--- src/rtl/key_conditioner_pkg.sv ---
`default_nettype none
// key_conditioner_pkg: lane constants and types shared by the controller front end and judge stage.
package key_conditioner_pkg;

   localparam int N_LANES = 4;
   localparam int HOLD_W  = 16;

   typedef logic [1:0] lane_idx_t;

   typedef enum logic {
      RELEASED = 1'b0,
      PRESSED  = 1'b1
   } lane_state_t;

endpackage
`default_nettype wire

--- src/rtl/key_debounce_lane.sv ---
`default_nettype none
// key_debounce_lane: synchronise, debounce and time one raw lane button.
// Produces stable level, press/release pulses and a saturating hold counter.
module key_debounce_lane
   import key_conditioner_pkg::*;
#(
   parameter int DB_CYCLES = 500000,
   parameter int CNT_W     = 20
)(
   input  logic              clk,
   input  logic              rst,
   input  logic              key_raw,
   output logic              key_level,
   output logic              key_press,
   output logic              key_release,
   output logic [HOLD_W-1:0] hold_cnt
);

   localparam logic [CNT_W-1:0]  CNT_LAST = CNT_W'(DB_CYCLES - 1);
   localparam logic [HOLD_W-1:0] HOLD_MAX = {HOLD_W{1'b1}};

   logic              sync_meta;
   logic              sync_s;
   lane_state_t       state;
   lane_state_t       state_nxt;
   logic [CNT_W-1:0]  cnt;
   logic [CNT_W-1:0]  cnt_nxt;
   logic              press_nxt;
   logic              release_nxt;
   logic [HOLD_W-1:0] hold_nxt;
   logic [HOLD_W-1:0] hold_inc;

   always_ff @(posedge clk or posedge rst) begin
      if (rst) begin
         sync_meta <= 1'b0;
         sync_s    <= 1'b0;
      end else begin
         sync_meta <= key_raw;
         sync_s    <= sync_meta;
      end
   end

   always_ff @(posedge clk or posedge rst) begin
      if (rst) begin
         state       <= RELEASED;
         cnt         <= '0;
         key_press   <= 1'b0;
         key_release <= 1'b0;
         hold_cnt    <= '0;
      end else begin
         state       <= state_nxt;
         cnt         <= cnt_nxt;
         key_press   <= press_nxt;
         key_release <= release_nxt;
         hold_cnt    <= hold_nxt;
      end
   end

   assign hold_inc = (hold_cnt == HOLD_MAX) ? HOLD_MAX : hold_cnt + HOLD_W'(1);

   // The counter only runs while the synchronised input disagrees with the
   // stable state; any agreeing cycle drops it back to zero.
   always_comb begin
      state_nxt   = state;
      cnt_nxt     = '0;
      press_nxt   = 1'b0;
      release_nxt = 1'b0;
      hold_nxt    = '0;
      case (state)
         RELEASED: begin
            if (sync_s) begin
               if (cnt == CNT_LAST) begin
                  state_nxt = PRESSED;
                  press_nxt = 1'b1;
               end else begin
                  cnt_nxt = cnt + CNT_W'(1);
               end
            end
         end
         PRESSED: begin
            hold_nxt = hold_inc;
            if (!sync_s) begin
               if (cnt == CNT_LAST) begin
                  state_nxt   = RELEASED;
                  release_nxt = 1'b1;
                  hold_nxt    = '0;
               end else begin
                  cnt_nxt = cnt + CNT_W'(1);
               end
            end
         end
      endcase
   end

   assign key_level = (state == PRESSED);

endmodule
`default_nettype wire

--- src/rtl/key_conditioner.sv ---
`default_nettype none
// key_conditioner: four independent debounced lanes with packed hold counts
// and a "fresh" qualifier for the judging logic.
module key_conditioner
   import key_conditioner_pkg::*;
#(
   parameter int DB_CYCLES  = 500000,
   parameter int HOLD_LIMIT = 100000,
   parameter int CNT_W      = 20
)(
   input  logic                      clk,
   input  logic                      rst,
   input  logic [N_LANES-1:0]        key_raw,
   output logic [N_LANES-1:0]        key_level,
   output logic [N_LANES-1:0]        key_press,
   output logic [N_LANES-1:0]        key_release,
   output logic [N_LANES-1:0]        key_fresh,
   output logic [N_LANES*HOLD_W-1:0] hold_cnt
);

   // Compared at 32 bits so limits beyond the hold counter range never expire.
   localparam logic [31:0] FRESH_LIMIT = 32'(HOLD_LIMIT);

   for (genvar i = 0; i < N_LANES; i++) begin : g_lane
      logic [HOLD_W-1:0] lane_hold;

      key_debounce_lane #(
         .DB_CYCLES (DB_CYCLES),
         .CNT_W     (CNT_W)
      ) u_lane (
         .clk         (clk),
         .rst         (rst),
         .key_raw     (key_raw[i]),
         .key_level   (key_level[i]),
         .key_press   (key_press[i]),
         .key_release (key_release[i]),
         .hold_cnt    (lane_hold)
      );

      assign hold_cnt[i*HOLD_W +: HOLD_W] = lane_hold;
      assign key_fresh[i] = key_level[i] && (32'(lane_hold) < FRESH_LIMIT);
   end

endmodule
`default_nettype wire

--- config.mk ---
export PLATFORM = sky130hd
export DESIGN_NAME = key_conditioner
export DESIGN_NICKNAME = d
export VERILOG_FILES = /design/src/rtl/key_conditioner_pkg.sv /design/src/rtl/key_debounce_lane.sv /design/src/rtl/key_conditioner.sv
export SDC_FILE = /design/constraint.sdc
export NUM_CORES = 1
export LEC_CHECK = 0
export ABC_AREA = 1
export BUFFER_PORTS_ARGS = -buffer_cell sky130_fd_sc_hd__buf_2
export CAP_MARGIN = 20
export CORE_UTILIZATION = 66
export CTS_BUF_LIST = sky130_fd_sc_hd__clkbuf_4 sky130_fd_sc_hd__clkbuf_8
export DETAILED_ROUTE_END_ITERATION = 6
export HOLD_SLACK_MARGIN = 0.03
export PLACE_DENSITY = 0.87
export SYNTH_ARGS = -nofsm -noshare
export SYNTH_HDL_FRONTEND = slang
export SYNTH_SLANG_ARGS = --single-unit
--- constraint.sdc ---
create_clock -name clk -period 9.4 [get_ports clk]
set_input_delay 0.47 -clock clk [delete_from_list [all_inputs] [get_ports clk]]
set_output_delay 0.47 -clock clk [all_outputs]
set_load 0.02 [all_outputs]
Yosys cells after proc, flatten, opt, wreduce, memory -nomap -nowiden

Cells that the tools add are included.
Widths: inputs -> output; s select.

$add $sub $neg: 8
Equal/unequal tests: 8
Mux-type cells: 64
Bitwise logic cells: 4

Operators by type and width:

| operator              | number |
|---|---|
| $mux 16               | 16 |
| $mux 20               | 12 |
| $pmux 20 s2           | 4 |
| $add 20x1->20 const B | 4 |
| $eq 20x19->1 const B  | 4 |
| $add 16x1->16 const B | 4 |
| $eq 16x16->1 const B  | 4 |
| $mux 1                | 28 |
| $pmux 1 s2            | 4 |
| $not 1->1             | 4 |

Register bits: 164
Output and inout bits: 80

Depth between registers and ports, before layout

Gate-level depths: netlist of the first run.

Word-level depth: 5
Depth in mapped cells: 9
Gate-level depth less buffers: 9

Cells and area by module

A second synthesis of the first run with hierarchy kept.

Cell total of the unflattened synthesis: 1300
Area, all modules: 9253.9 um2

By module, submodules not included:

| module            | instances | cells an instance | area an instance (um2) | seq. area each (um2) |
|---|---|---|---|---|
| key_debounce_lane | 4         | 324               | 2306.0                 | 1026.0 |
| key_conditioner   | 1         | 4                 | 30.0                   | 0.0 |

Worst setup path after synthesis of the first run

Ideal clock, no wire load.

Path kind: reg2reg
From: register g_lane[0].u_lane.hold_cnt[1]
To: register g_lane[0].u_lane.hold_cnt[7]
Arrival time: 1.492 ns
Slack: 7.837 ns
Cell stages (with the launch flop): 8
Period minus slack after synthesis: 1.563 ns
Path through: dfrtp_1 -> ha_1 -> nand2_2 -> nor2_4 -> nand2_2 -> nor3b_4 -> nor2_1 -> nor2_1

Longest elaborated chain between the ends: 5

Ends and longest elaborated chain:

| what                                          | RTL line                | source |
|---|---|---|
| start, declared                               | key_debounce_lane.sv:16 | `output logic [HOLD_W-1:0] hold_cnt` |
| start signal, assigned                        | key_debounce_lane.sv:55 | `hold_cnt <= hold_nxt;` |
| $add 16x1->16 or $eq 16x16->1 (tied branches) | key_debounce_lane.sv:59 | `assign hold_inc = (hold_cnt == HOLD_MAX) ? HOLD_MAX : hold_cnt + HOLD_W'(1);` |
| $mux 16 *                                     | key_debounce_lane.sv:59 |  |
| $mux 16                                       | key_debounce_lane.sv:83 | `if (cnt == CNT_LAST) begin` |
| $mux 16 *                                     | key_debounce_lane.sv:82 | `if (!sync_s) begin` |
| $mux 16 *                                     | key_debounce_lane.sv:69 | `case (state)` |
| net g_lane[0].u_lane.hold_nxt[7]              | key_debounce_lane.sv:30 | `logic [HOLD_W-1:0] hold_nxt;` |

The timed path passes the listed nets; every way through them passes the cells marked *.

Worst setup path after layout of the first run

From: register g_lane[3].u_lane.hold_cnt[1]
To: register g_lane[3].u_lane.hold_cnt[9]

Longest elaborated chain between the ends: 5

Ends and longest elaborated chain:

| what                                          | RTL line |
|---|---|
| start, declared                               | key_debounce_lane.sv:16 |
| start signal, assigned                        | key_debounce_lane.sv:55 |
| $add 16x1->16 or $eq 16x16->1 (tied branches) | key_debounce_lane.sv:59 |
| $mux 16 *                                     | key_debounce_lane.sv:59 |
| $mux 16                                       | key_debounce_lane.sv:83 |
| $mux 16 *                                     | key_debounce_lane.sv:82 |
| $mux 16 *                                     | key_debounce_lane.sv:69 |
| net g_lane[3].u_lane.hold_nxt[9]              | key_debounce_lane.sv:30 |

Marks and branches as above.

==> results of run 1 <==
[cell families (layout without fill, tap and decap cells)]
family	Yosys count	after routing	share of synthesized area
AOI/OAI and AO/OA	32	32	0.0200
xor gates and xnor gates	63	63	0.0609
and+or+nand+nor	777	777	0.382
DFF	164	164	0.453
buffers and inverters	138	230	0.0737
adders and majority gates	8	8	0.0110
[final cells by class]
type,instances,area (sq um)
multi-input combinational,880,4290
fill,981,3370
clock inverter,9,150
tap,176,220
inverter,113,429
timing repair buffer,86,433
clock buffer,22,297
sequential,164,4100
[layer usage]
layer / wire length (microns) / vias up
li1: - / 3796
met1: 8160 / 3495
met2: 8810 / 233
met3: 866 / 32
met4: 336 / 0
met5: 0 / -
[power groups by stage]
stage	Sequential, mW	Combinational [mW]	Clock, mW
finish	0.716	0.0326	0.564
global route	0.717	0.0378	0.601
CTS	0.716	0.0339	0.573
detailed placement	0.730	0.0336	0
global placement	0.729	0.0325	0
floorplan	0.729	0.0263	0
[worst paths after layout]
check	start	end	slack (ns)
hold / removal	key_raw[0]	g_lane[0].u_lane.sync_meta$_DFF_PP0_	0.11
min in group asynchronous	rst	async pin	0.16
setup reg to reg	g_lane[3].u_lane.hold_cnt[1]$_DFF_PP0_	g_lane[3].u_lane.hold_cnt[9]$_DFF_PP0_	7.66
hold reg to reg	g_lane[3].u_lane.sync_meta$_DFF_PP0_	g_lane[3].u_lane.sync_s$_DFF_PP0_	0.35
max in group asynchronous	rst	g_lane[0].u_lane.cnt[12]$_DFF_PP0_	7.76
setup / recovery	g_lane[3].u_lane.hold_cnt[1]$_DFF_PP0_	g_lane[3].u_lane.hold_cnt[9]$_DFF_PP0_	7.66
[flip-flops by register name, summed over array words and instances (netlist names), named ones only]
| register | count |
|---|---|
| g_lane.u_lane.hold_cnt | 64 |
| g_lane.u_lane.sync_s | 4 |
| g_lane.u_lane.key_press | 4 |
| g_lane.u_lane.key_release | 4 |
| g_lane.u_lane.cnt | 80 |
| g_lane.u_lane.sync_meta | 4 |
[through the flow]
step / total power [mW] / cells / area (sq um)
after floorplan: 0.755 / 1182 / 9060
after global placement: 0.762 / 1419 / 9480
after detailed placement: 0.764 / 1419 / 9480
after CTS: 1.32 / 1450 / 9930
after global routing: 1.36 / 1450 / 9930
final: 1.31 / 1450 / 9930
[cell usage after synthesis]
cell / count / area share
sky130_fd_sc_hd__inv_1: 109 / 0.045
sky130_fd_sc_hd__inv_2: 4 / 0.0017
sky130_fd_sc_hd__nor3b_4: 2 / 0.0041
sky130_fd_sc_hd__o21a_1: 4 / 0.0033
sky130_fd_sc_hd__nor2_1: 341 / 0.14
sky130_fd_sc_hd__nor2_4: 18 / 0.022
sky130_fd_sc_hd__nand3b_1: 4 / 0.0033
sky130_fd_sc_hd__xor2_1: 41 / 0.040
sky130_fd_sc_hd__a21oi_1: 6 / 0.0033
sky130_fd_sc_hd__buf_4: 17 / 0.014
sky130_fd_sc_hd__dfrtp_1: 164 / 0.45
sky130_fd_sc_hd__nand2_1: 271 / 0.11
sky130_fd_sc_hd__buf_6: 5 / 0.0062
sky130_fd_sc_hd__nand3_1: 51 / 0.028
sky130_fd_sc_hd__nand4_1: 31 / 0.021
sky130_fd_sc_hd__xnor2_1: 22 / 0.021
sky130_fd_sc_hd__a31o_2: 1 / 0.00097
sky130_fd_sc_hd__a21o_1: 2 / 0.0017
sky130_fd_sc_hd__a21boi_0: 1 / 0.00083
sky130_fd_sc_hd__and3_1: 1 / 0.00069
sky130_fd_sc_hd__nor3_2: 2 / 0.0022
sky130_fd_sc_hd__or2_2: 1 / 0.00069
sky130_fd_sc_hd__o21ai_0: 18 / 0.0099
sky130_fd_sc_hd__nand2_2: 11 / 0.0076
sky130_fd_sc_hd__buf_12: 3 / 0.0066
sky130_fd_sc_hd__nand3_2: 4 / 0.0044
sky130_fd_sc_hd__nand2_4: 7 / 0.0087
sky130_fd_sc_hd__nor3_1: 12 / 0.0066
sky130_fd_sc_hd__nand3_4: 1 / 0.0019
sky130_fd_sc_hd__nor3_4: 2 / 0.0036
sky130_fd_sc_hd__ha_1: 8 / 0.011
sky130_fd_sc_hd__nor2_2: 14 / 0.0097
sky130_fd_sc_hd__nor4_1: 4 / 0.0028
[worst reg2reg max path, cell delays in order (launching register included)]
cell                       delay, ns
sky130_fd_sc_hd__dfrtp_1        0.41
sky130_fd_sc_hd__ha_1           0.21
sky130_fd_sc_hd__nand2_1        0.11
sky130_fd_sc_hd__nor2_4         0.23
sky130_fd_sc_hd__nand3b_1       0.16
sky130_fd_sc_hd__nor2_1         0.30
sky130_fd_sc_hd__nor2_1         0.10
sky130_fd_sc_hd__nor2_1         0.13
==> Flow_metrics.wiki, run 1 <==
{| class="wikitable"
! Metric !! Value
|-
| Outcome || finished, final reports clean
|-
| Classification of the worst-slack hold path || primary input to register
|-
| Critical path depth in cells || 7
|-
| Most common library cell in the layout ignoring fill and taps || sky130_fd_sc_hd__nor2_1
|-
| Wire length of the first global-routing pass || 30700 microns
|-
| Switching power || 278 uW
|-
| Worst endpoint data arrival time || 2.12 ns
|-
| Post-place setup slack || 7.20 ns
|-
| Number of buffer cells added on primary ports || 85
|-
| Crit path max fanout || 8
|-
| Fraction of power consumed by sequential logic || 0.545
|-
| Max_slew headroom || 0.341
|-
| Post-cts hold buffer count || 0
|-
| Layout Skew || 0.00901 ns
|-
| RSZ-0062 raised after global routing || false
|-
| Detailed router's first-iteration violation count || 737
|-
| Diodes inserted || 0
|-
| Clock Power Share || 0.430
|-
| Count of cells resized by post-cts repair || 0
|-
| Cell at the slowest stage of the critical path || sky130_fd_sc_hd__dfrtp_1
|-
| TritonCTS clock tree || yes
|-
| Vert. Die Dim || 119 microns
|-
| Die X || 119 microns
|-
| Share of the core filled with cells || 0.747
|-
| Yosys warning total || 0
|-
| Transition time of the tightest slew-check pin || 0.988 ns
|-
| Worst R2R Path Depth || 7
|-
| Number of instances in the synthesized netlist || 1182
|-
| Vias in the first global route || 6948
|-
| Family of cells with the greatest summed delay on the critical path || simple AND/OR/NAND/NOR gates
|-
| Via-to-Cell Ratio || 5.21
|-
| Post-Synthesis Mean Instance Area || 7.67 sq um
|-
| Number of primary I/O pins || 86
|-
| Min Tclk post-route || 1.74 ns
|-
| Total number of clock tree sinks || 164
|-
| Layout cell share with drive strength beyond 1 || 0.145
|-
| Max-capacitance violation count || 0
|-
| Aggregate global-route resource usage || 0.267
|-
| Setup crit start kind || register
|-
| Post-CTS Setup Repair Bufs || 0
|-
| Pin count of the biggest net entering global routing || 85
|-
| Total of endpoints with negative setup slack in the final report || 0
|-
| Clock root buffer || sky130_fd_sc_hd__clkbuf_8
|-
| Core Region || 0.0133 sq mm
|-
| Crit Path Category || register to register
|-
| Peak-usage layer in the global routing report || met2
|-
| Most frequent cells in the layout || sky130_fd_sc_hd__nor2_1, sky130_fd_sc_hd__nand2_1, sky130_fd_sc_hd__dfrtp_1
|-
| Final hold violation count || 0
|-
| Placed wire-length estimate after detailed placement || 12600 microns
|-
| Element type at the critical path end || register
|-
| Post-synthesis instance area || 0.00906 sq mm
|-
| Worst hold slack || 0.115 ns
|-
| Static leakage || 4.65 nW
|-
| GR Overflow Total || 0
|-
| Average detailed-routed wire length per instance || 12.5 microns
|-
| Seq/Total Area, Yosys || 0.453
|-
| Number of remaining DRC errors || 0
|-
| Largest stage delay on the critical path || 0.41 ns
|-
| Drt first pass iters || 7
|-
| Area Growth Syn to Fin || 9.50%
|-
| Max-slew violations || 0
|-
| Total number of nets in the final design || 1276
|-
| Synth Net Count || 1196
|-
| Crit share post-route || 0.185
|-
| Post-route antenna net violation count || 0
|-
| Crit path buf inv count || 0
|-
| Initial cell density of the core || 0.682
|-
| Switching fraction of total power || 0.212
|-
| Cell mode on critical path || sky130_fd_sc_hd__nor2_1
|-
| Clock-pin slew on the worst setup and hold paths || 0.08 ns
|-
| Depth of the CTS H-tree || 4
|-
| Met3 Resource Use GR || 0.0421
|-
| Final GP Congestion || 0.897
|-
| Met1 layer usage reported by global route || 0.360
|-
| Flip-flop and latch count after synthesis || 164
|-
| Highest attainable clock frequency || 575 MHz
|-
| Number of buffers created by CTS || 17
|-
| Worst-skew pair later-pin latency || 0.46 ns
|-
| Global Route met2 Usage || 0.433
|-
| Max IR drop VDD || 0.0000796 V
|-
| CTS max path bufs || 2
|-
| Rows || 42
|-
| Number of distinct library cells after synthesis || 33
|-
| Combinational share of power || 0.025
|-
| Total negative setup slack || 0 ns
|-
| Worst hold path cell count || 1
|-
| Data required, critical path || 9.78 ns
|-
| Via count || 7556
|-
| Antenna violations before repair || 0
|-
| Total detailed-routing wirelength || 18200 microns
|-
| Design internal power || 1.04 mW
|-
| Crit-path cells || ha_1, nand2_1, nor2_4, nand3b_1, nor2_1, nor2_1, nor2_1
|-
| P per Cell Area || 132 mW/mm^2
|-
| Area of the die || 0.0142 sq mm
|-
| Final Worst Setup Slack || 7.66 ns
|}
Power figures use the tool's default switching activity.
==> run 2, diff against run 1 <==
- ABC_AREA: 1 -> 0
- CORE_UTILIZATION: 66 -> 61
- PLACE_DENSITY: 0.87 -> 0.82
- clock period: 9.4 -> 1.7 ns (I/O delays scaled with it)
==> run 2 against run 1 <==
Net effect:
- the run now ends with setup timing left
- critical path type unchanged
- fmax down 14%
- clock-buffer cell count down 3
- critical endpoint is now g_lane[3].u_lane.hold_cnt[8]$_DFF_PP0_
- clock skew up 0.00077 ns
==> Flow_metrics.wiki, run 2 <==
{| class="wikitable"
! Metric !! Value
|-
| Pin count of the biggest net entering global routing || 99
|-
| Cell type with the largest total area after synthesis || sky130_fd_sc_hd__dfrtp_1
|-
| P per Cell Area || 678 mW/mm^2
|-
| Total number of clock tree sinks || 164
|-
| Clock-pin slew on the worst setup and hold paths || 0.09 ns
|-
| RSZ-0062 raised after global routing || true
|-
| Wire length of the first global-routing pass || 34100 microns
|-
| Setup crit start kind || register
|-
| Post-route antenna net violation count || 0
|-
| Detailed router's first-iteration violation count || 731
|-
| Diodes inserted || 0
|-
| Antenna violations before repair || 1
|-
| Data required, critical path || 2.04 ns
|-
| Number of synthesized flops with an enable pin || 0
|-
| Number of buffer cells added on primary ports || 85
|-
| Total of endpoints with negative setup slack in the final report || 116
|-
| Total detailed-routing wirelength || 23500 microns
|-
| Post-synthesis instance area || 0.00810 sq mm
|-
| Max-capacitance violation count || 0
|-
| Flip-flop and latch count after synthesis || 164
|-
| Register-to-Register Setup Slack || -0.31 ns
|-
| Layout cell share with drive strength beyond 1 || 0.396
|-
| Crit path max fanout || 16
|-
| Worst R2R Path Depth || 5
|-
| Final GP Congestion || 0.876
|-
| Biggest registers after layout || g_lane.u_lane.cnt: 80 flops, g_lane.u_lane.hold_cnt: 64 flops
|-
| Via count || 7666
|-
| Min Tclk post-route || 2.01 ns
|-
| Outcome || complete, but fails checks
|-
| Placed wire-length estimate after detailed placement || 13800 microns
|-
| Share of the core filled with cells || 0.854
|-
| Layout Skew || 0.00978 ns
|-
| Number of remaining DRC errors || 0
|-
| Vias in the first global route || 7270
|-
| Depth of the CTS H-tree || 4
|-
| Final hold violation count || 0
|-
| Yosys warning total || 0
|-
| Rows || 41
|-
| Core Region || 0.0128 sq mm
|-
| Via-to-Cell Ratio || 6.35
|-
| Die X || 117 microns
|-
| Instance count after placement with tap cells included || 1149
|-
| Max-slew violations || 0
|-
| Transition time of the tightest slew-check pin || 0.525 ns
|-
| Synth Net Count || 823
|-
| Highest attainable clock frequency || 497 MHz
|-
| Number of buffers created by CTS || 17
|-
| CTS max path bufs || 2
|-
| Static leakage || 4.60 nW
|-
| Startpoint of the most critical hold path || key_raw[3]
|-
| Worst hold path cell count || 2
|-
| GR Overflow Total || 0
|-
| Clock root buffer || sky130_fd_sc_hd__clkbuf_8
|-
| Worst endpoint data arrival time || 2.36 ns
|-
| TritonCTS clock tree || yes
|-
| Cell with the most instances after synthesis || sky130_fd_sc_hd__dfrtp_1
|-
| Total number of nets in the final design || 1037
|-
| Destination of the worst hold path || g_lane[3].u_lane.sync_meta$_DFF_PP0_
|-
| Total negative setup slack || -19.81 ns
|-
| Most common library cell in the layout ignoring fill and taps || sky130_fd_sc_hd__dfrtp_1
|-
| Launching point of the worst reg2reg path || g_lane[3].u_lane.cnt[9]$_DFF_PP0_
|-
| Worst-skew pair later-pin latency || 0.47 ns
|-
| Vert. Die Dim || 117 microns
|-
| Share of flip-flops with an asynchronous set or reset after synthesis || 1.00
|-
| Max_slew headroom || 0.650
|-
| Post-place setup slack || -0.287 ns
|-
| Initial cell density of the core || 0.634
|-
| Classification of the worst-slack hold path || primary input to register
|-
| Number of distinct library cells after synthesis || 56
|-
| Top flip-flop cell by instance count after synthesis || sky130_fd_sc_hd__dfrtp_1
|-
| Top post-synthesis cells by count || sky130_fd_sc_hd__dfrtp_1, sky130_fd_sc_hd__a21oi_1, sky130_fd_sc_hd__nor2_1, sky130_fd_sc_hd__xnor2_1, sky130_fd_sc_hd__nand2_1
|-
| Average detailed-routed wire length per instance || 19.4 microns
|-
| Drt first pass iters || 5
|-
| Post-Synthesis Mean Instance Area || 10.0 sq um
|-
| Crit share post-route || 1.18
|-
| Number of primary I/O pins || 86
|-
| Crit Path Category || register to register
|-
| Failing checks || setup timing
|-
| Yosys top cell area share || 0.507
|-
| Non-filler cells in the finished layout || 1208
|-
| Top area cells in the synthesized netlist || sky130_fd_sc_hd__dfrtp_1, sky130_fd_sc_hd__xnor2_1, sky130_fd_sc_hd__a21oi_1
|-
| Most frequent cells in the layout || sky130_fd_sc_hd__dfrtp_1, sky130_fd_sc_hd__buf_4, sky130_fd_sc_hd__buf_2
|-
| Aggregate global-route resource usage || 0.321
|-
| Most flops, register || g_lane.u_lane.cnt
|-
| Critical R2R Capture || g_lane[3].u_lane.hold_cnt[8]$_DFF_PP0_
|-
| Number of instances in the synthesized netlist || 809
|-
| Sequential standard cell area || 0.00411 sq mm
|-
| Area of the die || 0.0137 sq mm
|-
| Final Worst Setup Slack || -0.312 ns
|-
| Filler cells || 642
|-
| Area Growth Syn to Fin || 34.7%
|-
| Total area of multi-input combinational cells || 0.00435 sq mm
|-
| Flip-flop count of the largest register after layout || 80
|-
| Element type at the critical path end || register
|-
| Seq/Total Area, Yosys || 0.507
|-
| Max IR drop VDD || 0.000480 V
|}
## run 2: metal layers
metal	up-vias	GRT usage	wire length, microns	part of all wire
met3	89	0.0623	1770	0.075
met5	-	0	0	0
met4	0	0.140	871	0.037
met2	419	0.550	11800	0.50
li1	3382	-	-	-
met1	3776	0.397	8990	0.38
## run 2: repair_timing
| action | 4_1_cts | 5_1_grt |
|---|---|---|
| resized for setup | 60 | 69 |
| cloned | 5 | 1 |
| hold buffers | 5 | 0 |
| pin swaps | 22 | 20 |
| endpoints found under the setup margin | 77 | 141 |
| endpoints found under the hold margin | 168 | 0 |
| buffers inserted | 7 | 10 |
## run 2: worst max-delay path by stage
stage,start,endpoint,slack (ns),depth (start not counted)
after CTS,g_lane[3].u_lane.cnt[6]$_DFF_PP0_,g_lane[3].u_lane.hold_cnt[10]$_DFF_PP0_,-0.29,5
after detailed placement,g_lane[3].u_lane.cnt[6]$_DFF_PP0_,g_lane[3].u_lane.hold_cnt[10]$_DFF_PP0_,-0.29,5
after global routing,g_lane[3].u_lane.cnt[6]$_DFF_PP0_,g_lane[3].u_lane.hold_cnt[10]$_DFF_PP0_,-0.35,5
final,g_lane[3].u_lane.cnt[9]$_DFF_PP0_,g_lane[3].u_lane.hold_cnt[8]$_DFF_PP0_,-0.31,5
after floorplan,rst,async pin,-0.47,1
after global placement,g_lane[3].u_lane.cnt[6]$_DFF_PP0_,g_lane[3].u_lane.hold_cnt[14]$_DFF_PP0_,-0.25,5
## run 2: through the flow
stage	hold WS, ns	total power, mW	cell area (sq um)
finish	0.259	7.40	10900
global placement	0.193	4.26	9730
floorplan	0.116	4.17	8350
global route	0.247	7.63	10900
CTS	0.239	7.40	10600
detailed placement	0.195	4.28	9730
## run 2: cell type report
class,count,area share
repair buffers,232,0.158
inverters,17,0.00619
clock inverters,13,0.0166
clock buffers,19,0.0240
multi-input cells,591,0.399
well taps,172,0.0197
flip-flops and latches,164,0.376
## run 2: cell families (layout without fill, tap and decap cells)
family / after synthesis / count (layout) / share of synthesized area
AND/OR/NAND/NOR: 358 / 358 / 0.246
flip-flops: 164 / 164 / 0.507
AO/OA/AOI/OAI: 133 / 133 / 0.0995
XOR/XNOR: 87 / 87 / 0.0941
buffers and inverters: 54 / 281 / 0.0351
adder cells (fa/ha/maj): 8 / 8 / 0.0124
multiplexers: 5 / 5 / 0.00680
## run 2: where the power goes
group,internal [mW],switching (mW)
Sequential,3.93,0.0342
Clock,1.67,1.45
Combinational,0.127,0.181
Total,5.73,1.67
## run 2: critical path, cell delays in order, from the launching register on
cell and delay, ns:
sky130_fd_sc_hd__dfrtp_1 0.40, sky130_fd_sc_hd__or4b_4 0.52, sky130_fd_sc_hd__or4_4 0.47, sky130_fd_sc_hd__o31ai_4 0.24, sky130_fd_sc_hd__buf_12 0.19, sky130_fd_sc_hd__a211oi_1 0.06
